[src/rtl/lzc_ctrl_pkg.sv]
// Shared constants and state type for the sequenced LZC controller.
// Latency: n/a (definitions only).
// Backpressure: n/a.
package lzc_ctrl_pkg;

    localparam int OP_W   = 64;
    localparam int HALF_W = 32;
    localparam int CNT_W  = 7;

    typedef enum logic [1:0] {
        IDLE,
        HI,
        LO,
        DONE
    } lzc_state_t;

    // Counts reported when the counted span holds no set bit.
    localparam logic [CNT_W-1:0] CNT_FULL_NARROW = 7'd32;
    localparam logic [CNT_W-1:0] CNT_FULL_WIDE   = 7'd64;

endpackage

[src/rtl/LZC_32_bit.sv]
// 32-bit leading-zero counter: Z = zeros above the highest set bit, V = input nonzero.
// Latency: purely combinational.
// Backpressure: none.
//
// Ports: a (32-bit operand), Z (5-bit count, meaningful only when V=1), V (valid/nonzero).
module LZC_32_bit (
    input  logic [31:0] a,
    output logic [4:0]  Z,
    output logic        V
);

    always_comb begin
        Z = 5'd0;
        // Ascending scan: the last hit is the most significant set bit.
        for (int i = 0; i < 32; i++) begin
            if (a[i]) begin
                Z = 5'(31 - i);
            end
        end
        V = |a;
    end

endmodule

[src/rtl/lzc_seq_arbiter.sv]
// Round-robin shares one 32-bit LZC between two requesters; wide operands take two passes.
// Latency: 2 cycles after accept (narrow or nonzero high half), 3 cycles for a zero high half.
// Backpressure: result held in DONE until resp_ready; no request is accepted until back in IDLE.
//
// Ports: clk, rst (sync, active-high); req_valid/req_ready/req_wide[1:0], req_op0/req_op1[63:0];
//        resp_valid/resp_ready, resp_id, resp_count[6:0], resp_zero.
module lzc_seq_arbiter
    import lzc_ctrl_pkg::*;
(
    input  logic             clk,
    input  logic             rst,
    input  logic [1:0]       req_valid,
    output logic [1:0]       req_ready,
    input  logic [OP_W-1:0]  req_op0,
    input  logic [OP_W-1:0]  req_op1,
    input  logic [1:0]       req_wide,
    output logic             resp_valid,
    input  logic             resp_ready,
    output logic             resp_id,
    output logic [CNT_W-1:0] resp_count,
    output logic             resp_zero
);

    lzc_state_t        state_q, state_d;
    logic              last_grant_q;
    logic [OP_W-1:0]   op_q;
    logic              wide_q;
    logic              id_q;
    logic [CNT_W-1:0]  count_q, count_d;
    logic              zero_q, zero_d;

    logic              gnt;
    logic              accept;
    logic [HALF_W-1:0] lzc_a;
    logic [4:0]        lzc_z;
    logic              lzc_v;
    logic [CNT_W-1:0]  lzc_z_ext;

    LZC_32_bit u_lzc (
        .a (lzc_a),
        .Z (lzc_z),
        .V (lzc_v)
    );

    assign lzc_z_ext = {{(CNT_W-5){1'b0}}, lzc_z};

    // Arbitration: on contention the port not served last wins.
    always_comb begin
        gnt       = 1'b0;
        req_ready = 2'b00;
        case (req_valid)
            2'b01:   gnt = 1'b0;
            2'b10:   gnt = 1'b1;
            2'b11:   gnt = ~last_grant_q;
            default: gnt = 1'b0;
        endcase
        if (state_q == IDLE && !rst && req_valid != 2'b00) begin
            req_ready = gnt ? 2'b10 : 2'b01;
        end
    end

    assign accept = |req_ready;

    always_comb begin
        state_d = state_q;
        lzc_a   = '0;
        count_d = count_q;
        zero_d  = zero_q;
        case (state_q)
            IDLE: begin
                if (accept) begin
                    state_d = HI;
                end
            end
            HI: begin
                lzc_a = wide_q ? op_q[OP_W-1:HALF_W] : op_q[HALF_W-1:0];
                if (!wide_q) begin
                    count_d = lzc_v ? lzc_z_ext : CNT_FULL_NARROW;
                    zero_d  = ~lzc_v;
                    state_d = DONE;
                end else if (lzc_v) begin
                    count_d = lzc_z_ext;
                    zero_d  = 1'b0;
                    state_d = DONE;
                end else begin
                    state_d = LO;
                end
            end
            LO: begin
                // High half was empty, so the low-half count is offset by 32.
                lzc_a   = op_q[HALF_W-1:0];
                count_d = lzc_v ? (CNT_FULL_NARROW + lzc_z_ext) : CNT_FULL_WIDE;
                zero_d  = ~lzc_v;
                state_d = DONE;
            end
            DONE: begin
                if (resp_ready) begin
                    state_d = IDLE;
                end
            end
            default: state_d = IDLE;
        endcase
    end

    always_ff @(posedge clk) begin
        if (rst) begin
            state_q      <= IDLE;
            last_grant_q <= 1'b1;
            op_q         <= '0;
            wide_q       <= 1'b0;
            id_q         <= 1'b0;
            count_q      <= '0;
            zero_q       <= 1'b0;
        end else begin
            state_q <= state_d;
            count_q <= count_d;
            zero_q  <= zero_d;
            if (accept) begin
                op_q         <= gnt ? req_op1 : req_op0;
                wide_q       <= req_wide[gnt];
                id_q         <= gnt;
                last_grant_q <= gnt;
            end
        end
    end

    assign resp_valid = (state_q == DONE);
    assign resp_id    = id_q;
    assign resp_count = count_q;
    assign resp_zero  = zero_q;

endmodule

[config.mk]
export PLATFORM = sky130hd
export DESIGN_NAME = lzc_seq_arbiter
export DESIGN_NICKNAME = d
export VERILOG_FILES = /design/src/rtl/lzc_ctrl_pkg.sv /design/src/rtl/LZC_32_bit.sv /design/src/rtl/lzc_seq_arbiter.sv
export SDC_FILE = /design/constraint.sdc
export NUM_CORES = 1
export LEC_CHECK = 0
export CAP_MARGIN = 20
export CORE_MARGIN = 2
export CORE_UTILIZATION = 47
export DETAILED_ROUTE_END_ITERATION = 10
export GPL_ROUTABILITY_DRIVEN = 0
export PLACE_DENSITY_LB_ADDON = 0.2
export SETUP_SLACK_MARGIN = 0.3
export SLEW_MARGIN = 40
export SYNTH_ARGS = -nofsm -noshare
export SYNTH_HDL_FRONTEND = slang
export SYNTH_SLANG_ARGS = --single-unit
export TNS_END_PERCENT = 20
[constraint.sdc]
create_clock -name clk -period 3.1 [get_ports clk]
set_input_delay 0.775 -clock clk [delete_from_list [all_inputs] [get_ports clk]]
set_output_delay 0.775 -clock clk [all_outputs]
set_load 0.02 [all_outputs]
==> reports/qor.csv, run 1 <==
stage,metric,value,unit
floorplanning,die width,101,um
timing,min cycle time layout,2740,ps
floorplanning,Starting Density,0.484,
final_layout,Fill cells,768,
synthesis,post-synth cell types,62,
final_layout,area of the multi-input gates,2810,um^2
synthesis,Syn Inst Count,536,
clock_network,worst skew pair latency,350,ps
timing,part of the cycle the worst path needs,0.884,
clock_network,clk sinks,77,
drt,DRT Pass-1 Iters,4,
synthesis,number of flops mapped to enable cells by yosys,0,
timing,Final Skew,12.9,ps
timing,RSZ-0062 raised after global routing,true,
critical_path,R2R Setup Slk,390,ps
critical_path,Worst setup SP type,primary input,
synthesis,mapped cell area,4450,um^2
pwr,Peak VDD IR,0.000477,V
critical_path,nature of the critical path endpoint,output pin,
final_layout,share of layout cells above drive strength 1,0.114,
timing,Max Clock Freq,0.365,GHz
final_layout,non-filler cells in the finished layout,784,
critical_path,CP Max Fanout,3,
timing,Fin. Hold Viols,0,
grt,initial antenna violation count,0,
synthesis,syn nets,676,
drt,Via-to-Cell Ratio,5.62,
synthesis,Synth Register Bits,77,
clock_network,clock buffer depth,2,
timing,worst slew pin tran,790,ps
placed_design,Inst Count DP,763,
final_layout,final net count,808,
critical_path,Crit Path Class,primary input to output pin,
placed_design,hpwl dp,8790,um
synthesis,Yosys Warn Count,0,
floorplanning,Ports,147,
min_path,Hold Path End,resp_count[3],
critical_path,CP Data Required Time,2320,ps
run_status,outcome,finished clean,
critical_path,reg-to-reg startpoint,state_q[1],
drt,Via Count,4405,
timing,Final setup viols,0,
floorplanning,core footprint,9200,um^2
synthesis,syn avg cell area,8.31,um^2
grt,Total GRT Usage,0.228,
drt,wire per inst,15.0,um
critical_path,crit path DAT,1970,ps
clock_network,CTS Hold Bufs,0,
min_path,Hold WC Path Type,flip-flop to flip-flop,
drt,1st-iter DRT viols,280,
grt,first-pass GRT wire length,18800,um
job,Max-Cap Viols,0,
clock_network,"Clk pin slew, worst setup/hold paths",70,ps
synthesis,sequential-to-total area share from yosys stat,0.346,
floorplanning,Cell Rows,35,
synthesis,ys flop type,dfxtp_1,
critical_path,Worst R2R Path Depth,10,
floorplanning,Die ar.,10300,um^2
pwr,leakage power,2.39,nW
floorplanning,Die Ht,101,um
critical_path,reg-to-reg endpoint,resp_count[5],
synthesis,post-synthesis async set-or-reset flop share,0,
grt,pin count of the biggest net entering global routing,86,
timing,final max-slew violation count,0,
pwr,PD cells,822,nW/um^2
pwr,combinational share of power,0.538,
grt,vias in the first global route,4108,
min_path,hold path startpoint,resp_count[3],
timing,Max-slew headroom,0.473,
drt,post-route ant nets,0,
drt,final WL,11700,um
grt,global route total overflow,0,
drt,DRC Markers,0,
pwr,Power Internal,2.99,mW
clock_network,Num CTS Buffers,9,
clock_network,H-tree depth,3,
min_path,hold depth,2,
final_layout,Seq. cell area,1550,um^2
placed_design,port buffer count,146,
clock_network,TritonCTS clock tree,built,
pwr,clock network power share,0.145,
pwr,switch share,0.425,
pwr,Flop pwr share,0.317,
final_layout,antenna fix cells,0,
pwr,Net Switching,2.21,mW
clock_network,Root Buffer,clkbuf_8,
final_layout,fin util,0.688,
final_layout,layout overhead on the synthesized area,42.1,%
## synth_stat cells (4+ instances only)
cell,number,area (um^2)
a211oi_1,67,503
a21oi_1,16,80.1
a221oi_1,4,35.0
a31oi_1,7,43.8
buf_1,11,41.3
buf_2,5,25.0
buf_6,6,67.6
clkbuf_1,22,82.6
dfxtp_1,77,1540
ha_1,5,62.6
inv_1,8,30.0
mux2i_1,65,651
nand2_1,37,139
nand3_1,13,65.1
nor2_1,84,315
nor3_1,7,35.0
o21ai_0,24,120
o21ai_1,15,75.1
## logic make-up after synthesis
family          count (synthesis)  share of synthesized area
simple gates                  174                      0.187
compound gates                162                      0.250
flops                          77                      0.346
mux                            65                      0.146
buf+inv                        53                     0.0562
fa+ha+maj                       5                     0.0140
## sequential cells by signal, indices dropped and copies added (netlist names)
register / cells
wide_q: 1
op_q: 64
state_q: 2
resp_id: 1
last_grant_q: 1
resp_count: 7
resp_zero: 1
## cell usage in the layout (no fill, tap or decap), drive strengths merged, types with 5 or more instances in the layout
master and n:
a211oi 67, a21oi 16, a31oi 7, buf 17
clkbuf 11, clkdlybuf4s50 143, clkinv 5, dfxtp 77
ha 5, inv 9, mux2i 65, nand2 38
nand3 14, nor2 86, nor3 7, o21ai 39
## metrics by stage
step	worst slack, ps	total power [mW]	hold WS [ps]	cell area, um^2	TNS, ps
2_1_floorplan	341	3.46	433	4460	0
3_3_place_gp	46.2	4.14	443	5990	0
3_5_place_dp	-16.0	4.22	450	5990	-16.0
4_1_cts	282	5.02	462	6210	0
5_1_grt	262	5.59	492	6330	0
6_report	358	5.20	459	6330	0
## worst max-delay path by stage
stage                    endpoint          from
floorplan            req_ready[1]  req_valid[1]
global placement     req_ready[1]  req_valid[0]
detailed placement   req_ready[1]  req_valid[0]
CTS                 resp_count[5]    state_q[0]
global route         req_ready[0]  req_valid[0]
finish               req_ready[0]  req_valid[0]
## area by class of cell
type,instances,share of cell area
Multi-Input combinational cell,409,0.445
Tap cell,111,0.0220
Clock buffer,10,0.0218
Sequential cell,77,0.244
Inverter,9,0.00534
Timing Repair Buffer,162,0.252
Clock inverter,6,0.00989
## what timing repair did
item	CTS	global route
gates cloned	0	3
gates resized for setup	12	20
pin swaps	2	8
endpoints found under the setup margin	11	11
setup buffers	0	2
## routing by layer
metal | GRT usage | wire (um)
met1 | 0.298 | 5230
met2 | 0.371 | 5450
met3 | 0.0497 | 775
met4 | 0.0863 | 285
met5 | 0 | 0
## power by group through the flow
| stage | Sequential (mW) | Clock [mW] | Combinational, mW |
|---|---|---|---|
| 2_1_floorplan | 1.55 | 0 | 1.91 |
| 3_3_place_gp | 1.63 | 0 | 2.52 |
| 3_5_place_dp | 1.64 | 0 | 2.58 |
| 4_1_cts | 1.62 | 0.763 | 2.63 |
| 5_1_grt | 1.68 | 0.810 | 3.10 |
| 6_report | 1.65 | 0.753 | 2.80 |
## critical path: stages
cell and delay [ps]:
clkdlybuf4s50_1 560, o21ai_1 140, nor3_1 140, dlygate4sd2_1 360
No activity file was read; power rests on OpenSTA's default activity.
==> inputs of run 2 (changes only) <==
--- a/config.mk
+++ b/config.mk
@@ -10,6 +10,7 @@
 export CORE_UTILIZATION = 47
 export DETAILED_ROUTE_END_ITERATION = 10
 export GPL_ROUTABILITY_DRIVEN = 0
+export MAX_ROUTING_LAYER = met4
 export PLACE_DENSITY_LB_ADDON = 0.2
 export SETUP_SLACK_MARGIN = 0.3
 export SLEW_MARGIN = 40
==> run 2 against run 1 <==
Combinational power about the same. Largest power group unchanged. Critical path type unchanged. Utilization is the same. Highest routed layer unchanged. Via count grew 0.23%. Register-to-register slack is essentially flat. Global-route usage grew 0.72 points. Clock skew barely moved. Die area did not move. Clock power is essentially flat. Wire length hardly changed. First-iteration DRC count down 8.9%. Clock-buffer cell count is the same. Largest cell class unchanged.
==> reports/qor.csv, run 2 (synthesized netlist as in run 1, its figures left out) <==
stage,metric,value,unit,change
run_status,outcome,finished clean,,
clock_network,TritonCTS clock tree,built,,
timing,setup_tns,0,ps,unchanged
drt,final WL,11700,um,about the same
final_layout,"commonest non-fill, non-tap cell in the layout",clkdlybuf4s50_1,,
min_path,Hold WC Path Type,flip-flop to flip-flop,,
critical_path,Worst setup SP type,primary input,,
drt,post-route ant nets,0,,unchanged
pwr,clock network power share,0.145,,about the same
grt,initial antenna violation count,0,,unchanged
clock_network,CTS Hold Bufs,0,,unchanged
final_layout,non-filler cells in the finished layout,784,,unchanged
timing,Max Clock Freq,0.365,GHz,about the same
drt,wire per inst,15.0,um,about the same
final_layout,antenna fix cells,0,,unchanged
pwr,Flop pwr share,0.317,,about the same
critical_path,nature of the critical path endpoint,output pin,,
critical_path,crit path DAT,1970,ps,about the same
critical_path,Crit Path Class,primary input to output pin,,
floorplanning,Die ar.,10300,um^2,unchanged
grt,first-pass GRT wire length,18800,um,about the same
floorplanning,Ports,147,,unchanged
final_layout,fin util,0.688,,unchanged
timing,Hold Slack,458,ps,-0.443 ps
pwr,switch share,0.426,,+0.000954
timing,worst slew pin tran,786,ps,-3.77 ps
critical_path,CP Data Required Time,2320,ps,about the same
floorplanning,Cell Rows,35,,unchanged
placed_design,port buffer count,146,,unchanged
final_layout,layout overhead on the synthesized area,42.1,%,unchanged
timing,Final setup viols,0,,unchanged
pwr,PD cells,823,nW/um^2,+0.14%
placed_design,Inst Count DP,763,,unchanged
grt,global route total overflow,0,,unchanged
final_layout,most frequent cells in the layout,"143 x clkdlybuf4s50_1, 84 x nor2_1, 74 x dfxtp_1",,
clock_network,Root Buffer,clkbuf_8,,
drt,DRC Markers,0,,unchanged
drt,Via-to-Cell Ratio,5.63,,+0.23%
clock_network,worst skew pair latency,360,ps,about the same
pwr,Power Total,5.21,mW,+0.14%
drt,DRT Pass-1 Iters,5,,+1
timing,Final Skew,13.3,ps,+0.366 ps
final_layout,share of layout cells above drive strength 1,0.114,,unchanged
floorplanning,Die Ht,101,um,unchanged
grt,pin count of the biggest net entering global routing,86,,unchanged
final_layout,final net count,808,,unchanged
clock_network,clock buffer depth,2,,unchanged
timing,final max-slew violation count,0,,unchanged
drt,1st-iter DRT viols,255,,-8.9%
grt,vias in the first global route,4106,,-0.049%
drt,Via Count,4415,,+0.23%
clock_network,"Clk pin slew, worst setup/hold paths",70,ps,about the same
job,Max-Cap Viols,0,,unchanged
clock_network,H-tree depth,3,,unchanged
pwr,Peak VDD IR,0.000477,V,about the same
grt,Total GRT Usage,0.236,,+0.00722
pwr,Power Internal,2.99,mW,about the same
pwr,Net Switching,2.22,mW,+0.36%
timing,Max-slew headroom,0.476,,+0.00251
critical_path,CP Max Fanout,3,,unchanged
floorplanning,core footprint,9200,um^2,unchanged
timing,part of the cycle the worst path needs,0.885,,about the same
final_layout,max FFs per register,64,,unchanged
floorplanning,Starting Density,0.484,,unchanged
final_layout,register with the most flip-flops,op_q,,
placed_design,hpwl dp,8790,um,unchanged
clock_network,Num CTS Buffers,9,,unchanged
clock_network,clk sinks,77,,unchanged
timing,min cycle time layout,2740,ps,+1.28 ps
pwr,combinational share of power,0.538,,about the same
floorplanning,die width,101,um,unchanged
critical_path,R2R Setup Slk,390,ps,about the same
timing,RSZ-0062 raised after global routing,true,,
pwr,leakage power,2.39,nW,unchanged
timing,Fin. Hold Viols,0,,unchanged
## run 2: per-stage QoR
stage                     setup slack [ps]  instance area [um^2]
after floorplan                        341                  4460
after global placement                46.2                  5990
after detailed placement             -16.0                  5990
after CTS                              282                  6210
after global routing                   262                  6330
final                                  357                  6330
## run 2: what timing repair did
item	CTS	global route
cloned	0	3
setup endpoints to repair	11	11
pin swaps	2	8
gates resized for setup	12	20
setup buffers	0	2
## run 2: path summary, 6_finish.rpt
kind | startpoint | to | cells after the start
worst min register to register | resp_count[3] | resp_count[3] | 2
worst max-delay path | req_valid[0] | req_ready[0] | 4
worst min-delay path | resp_count[3] | resp_count[3] | 2
worst max register to register | state_q[1] | resp_count[5] | 10
## run 2: routing by layer
layer | track usage | part of all wire | up-vias
li1 | - | - | 2252
met1 | 0.302 | 0.46 | 1953
met4 | 0.0863 | 0.024 | 0
met3 | 0.0469 | 0.059 | 30
met5 | - | 0 | -
met2 | 0.369 | 0.46 | 180
## run 2: final cells by class
cell class	instances	area, um^2
Fill cell	768	2870
Multi-Input combinational cell	409	2810
Timing Repair Buffer	162	1600
Sequential cell	77	1550
Tap cell	111	139
Clock buffer	10	138
Clock inverter	6	62.6
Inverter	9	33.8
## run 2: power groups by stage
stage | clock network (mW) | registers [mW] | logic [mW]
floorplan | 0 | 1.55 | 1.91
global placement | 0 | 1.63 | 2.52
global route | 0.809 | 1.68 | 3.10
detailed placement | 0 | 1.64 | 2.58
CTS | 0.763 | 1.62 | 2.63
finish | 0.756 | 1.65 | 2.80
## run 2: worst max-delay path, stage by stage
cell and delay (ps):
clkdlybuf4s50_1 560, o21ai_1 140, nor3_1 140, dlygate4sd2_1 360
==> inputs of run 3 (changes only) <==
--- a/config.mk
+++ b/config.mk
@@ -7,7 +7,7 @@
 export LEC_CHECK = 0
 export CAP_MARGIN = 20
 export CORE_MARGIN = 2
-export CORE_UTILIZATION = 47
+export CORE_UTILIZATION = 25
 export DETAILED_ROUTE_END_ITERATION = 10
 export GPL_ROUTABILITY_DRIVEN = 0
 export MAX_ROUTING_LAYER = met4
==> run 3 against run 2 <==
Register-to-register slack improved by 50 ps. Setup slack worse by 16 ps. Final area increased by 5.0%. Total power rose by 8.7%. Sequential power about the same. Clock-buffer cell count did not move. Non-clock buffer count grew 3. Sequential share of layout area decreased by 1.1 points. Fmax fell by 0.58%. Combinational power is 3% higher. Via count about the same. Hold slack better by 2.1 ps. Critical endpoint unchanged. Largest power group unchanged. Highest routed layer unchanged.
==> reports/qor.csv, run 3 (synthesized netlist as in run 1, its figures left out) <==
stage,metric,value,unit,change
grt,vias in the first global route,4199,,+2.3%
timing,RSZ-0062 raised after global routing,true,,
critical_path,nature of the critical path endpoint,output pin,,
critical_path,Crit Path Class,primary input to output pin,,
drt,final WL,13500,um,+15%
critical_path,CP Max Fanout,3,,unchanged
pwr,switch share,0.409,,-0.0172
final_layout,Final Instance Area,6640,um^2,+5.0%
critical_path,Worst R2R Path Depth,10,,unchanged
final_layout,max FFs per register,64,,unchanged
timing,Fin. Hold Viols,0,,unchanged
drt,DRC Markers,0,,unchanged
drt,wire per inst,15.0,um,+0.12%
drt,DRT Pass-1 Iters,5,,unchanged
clock_network,clock buffer depth,2,,unchanged
final_layout,Fill cells,1727,,+120%
grt,pin count of the biggest net entering global routing,132,,+53%
pwr,Flop pwr share,0.294,,-0.023
run_status,outcome,finished clean,,
pwr,PD cells,853,nW/um^2,+3.6%
grt,initial antenna violation count,0,,unchanged
clock_network,"Clk pin slew, worst setup/hold paths",60,ps,about the same
clock_network,worst skew pair latency,340,ps,-20 ps
critical_path,CP Data Required Time,2320,ps,about the same
pwr,Peak VDD IR,0.000881,V,+85%
clock_network,clk sinks,77,,unchanged
floorplanning,Starting Density,0.257,,-0.228
grt,first-pass GRT wire length,20700,um,+10%
floorplanning,die width,137,um,+36%
timing,min cycle time layout,2760,ps,+16.0 ps
min_path,hold depth,2,,unchanged
min_path,Hold Path End,resp_zero,,
drt,Via-to-Cell Ratio,4.90,,-13%
timing,worst slew pin tran,598,ps,-188 ps
critical_path,Crit path max-delay family,buffers and inverters,,
min_path,hold path startpoint,resp_zero,,
pwr,Net Switching,2.31,mW,+4.3%
job,Max-Cap Viols,0,,unchanged
final_layout,register with the most flip-flops,op_q,,
critical_path,"slowest stage delay, CP",560,ps,about the same
timing,Final setup viols,0,,unchanged
pwr,combinational share of power,0.507,,-0.031
final_layout,share of layout cells above drive strength 1,0.120,,+0.00541
drt,post-route ant nets,0,,unchanged
clock_network,TritonCTS clock tree,built,,
floorplanning,Die ar.,18900,um^2,+84%
pwr,Power Internal,3.35,mW,+12%
critical_path,CP Cell Sequence,clkdlybuf4s50_1 -> o21ai_1 -> nor3_1 -> dlygate4sd2_1,,
critical_path,Worst setup SP type,primary input,,
final_layout,final net count,811,,+0.37%
critical_path,reg-to-reg endpoint,resp_count[5],,
final_layout,non-filler cells in the finished layout,901,,+15%
timing,Hold Slack,460,ps,+2.07 ps
floorplanning,core footprint,17400,um^2,+89%
grt,global route total overflow,0,,unchanged
placed_design,Inst Count DP,876,,+15%
critical_path,R2R Setup Slk,440,ps,+50 ps
timing,Max Clock Freq,0.362,GHz,-0.58%
final_layout,most frequent cells in the layout,"143 x clkdlybuf4s50_1, 84 x nor2_1, 74 x dfxtp_1",,
drt,Via Count,4414,,-0.023%
floorplanning,Cell Rows,48,,+37%
placed_design,port buffer count,146,,unchanged
final_layout,"commonest non-fill, non-tap cell in the layout",clkdlybuf4s50_1,,
drt,1st-iter DRT viols,224,,-12%
min_path,Hold WC Path Type,flip-flop to flip-flop,,
clock_network,CTS Hold Bufs,0,,unchanged
critical_path,reg-to-reg startpoint,state_q[0],,
critical_path,Worst Path Buf+Inv,2,,unchanged
critical_path,"Slowest-stage cell, CP",clkdlybuf4s50_1,,
timing,Max-slew headroom,0.601,,+0.125
clock_network,Num CTS Buffers,9,,unchanged
floorplanning,Die Ht,137,um,+36%
final_layout,antenna fix cells,0,,unchanged
placed_design,Placement Cell Area,6110,um^2,+2.0%
timing,Final Skew,5.78,ps,-7.51 ps
pwr,leakage power,2.46,nW,+2.8%
timing,final max-slew violation count,0,,unchanged
placed_design,worst slack at placement,-55.4,ps,-39.4 ps
grt,Total GRT Usage,0.146,,-0.0901
timing,part of the cycle the worst path needs,0.890,,+0.00517
clock_network,H-tree depth,3,,unchanged
floorplanning,Ports,147,,unchanged
timing,post-route worst setup slack,341,ps,-16.0 ps
clock_network,Root Buffer,clkbuf_16,,
critical_path,crit path DAT,1980,ps,about the same
pwr,clock network power share,0.199,,+0.054
final_layout,layout overhead on the synthesized area,49.1,%,
placed_design,hpwl dp,10100,um,+15%
==> run 3: cell count changes in the layout (fill, tap and decap cells not counted), sizes merged <==
cell      delta
bufinv       +1
clkinv       -2
clkinvlp     +1
buf          +3
==> run 3: worst max-delay path by stage <==
stage,end,cells past startpoint,from
floorplan,req_ready[1],5,req_valid[1]
global placement,req_ready[1],4,req_valid[0]
detailed placement,req_ready[1],4,req_valid[0]
CTS,resp_count[5],10,state_q[1]
global route,resp_count[0],10,state_q[0]
finish,req_ready[0],4,req_valid[0]
==> run 3: routing by layer <==
| metal | share of wire | wire (um) | track usage | vias up |
|---|---|---|---|---|
| met5 | 0 | 0 | - | - |
| met4 | 0.015 | 206 | 0.0533 | 0 |
| met3 | 0.050 | 671 | 0.0269 | 15 |
| met2 | 0.46 | 6160 | 0.223 | 128 |
| met1 | 0.48 | 6470 | 0.191 | 2017 |
| li1 | - | - | - | 2254 |
==> run 3: worst min-delay path, delay by kind of cell, from the launching register on <==
kind                   cells  cell delay, ps
AOI/OAI and AO/OA          1              50
buffers and inverters      1              50
DFF                        1             310
==> run 3: final cells by class <==
| type | count | area (um^2) | area share |
|---|---|---|---|
| clock buffers | 10 | 239 | 0.0360 |
| clock inverters | 6 | 86.3 | 0.0130 |
| inverters | 9 | 33.8 | 0.00509 |
| multi-input cells | 409 | 2830 | 0.426 |
| flip-flops and latches | 77 | 1550 | 0.233 |
| well taps | 225 | 282 | 0.0424 |
| repair buffers | 165 | 1620 | 0.244 |
==> run 3: per-stage QoR <==
stage	utilization	setup TNS (ps)	total power, mW
floorplan	-	0	3.46
global placement	0.352	0	4.21
detailed placement	0.352	-89.3	4.27
CTS	0.373	0	5.49
global route	0.383	0	6.09
finish	0.383	0	5.66
==> run 3: what timing repair did <==
item	4_1_cts	5_1_grt
setup endpoints to repair	11	11
gates cloned	0	3
pin swaps	3	13
setup buffers	2	3
resized for setup	10	29
==> run 3: power groups by stage <==
stage               combinational (mW)  sequential (mW)  clock (mW)
finish                            2.87             1.66        1.13
global route                      3.20             1.71        1.19
CTS                               2.69             1.64        1.16
detailed placement                2.61             1.65           0
global placement                  2.57             1.64           0
floorplan                         1.91             1.55           0
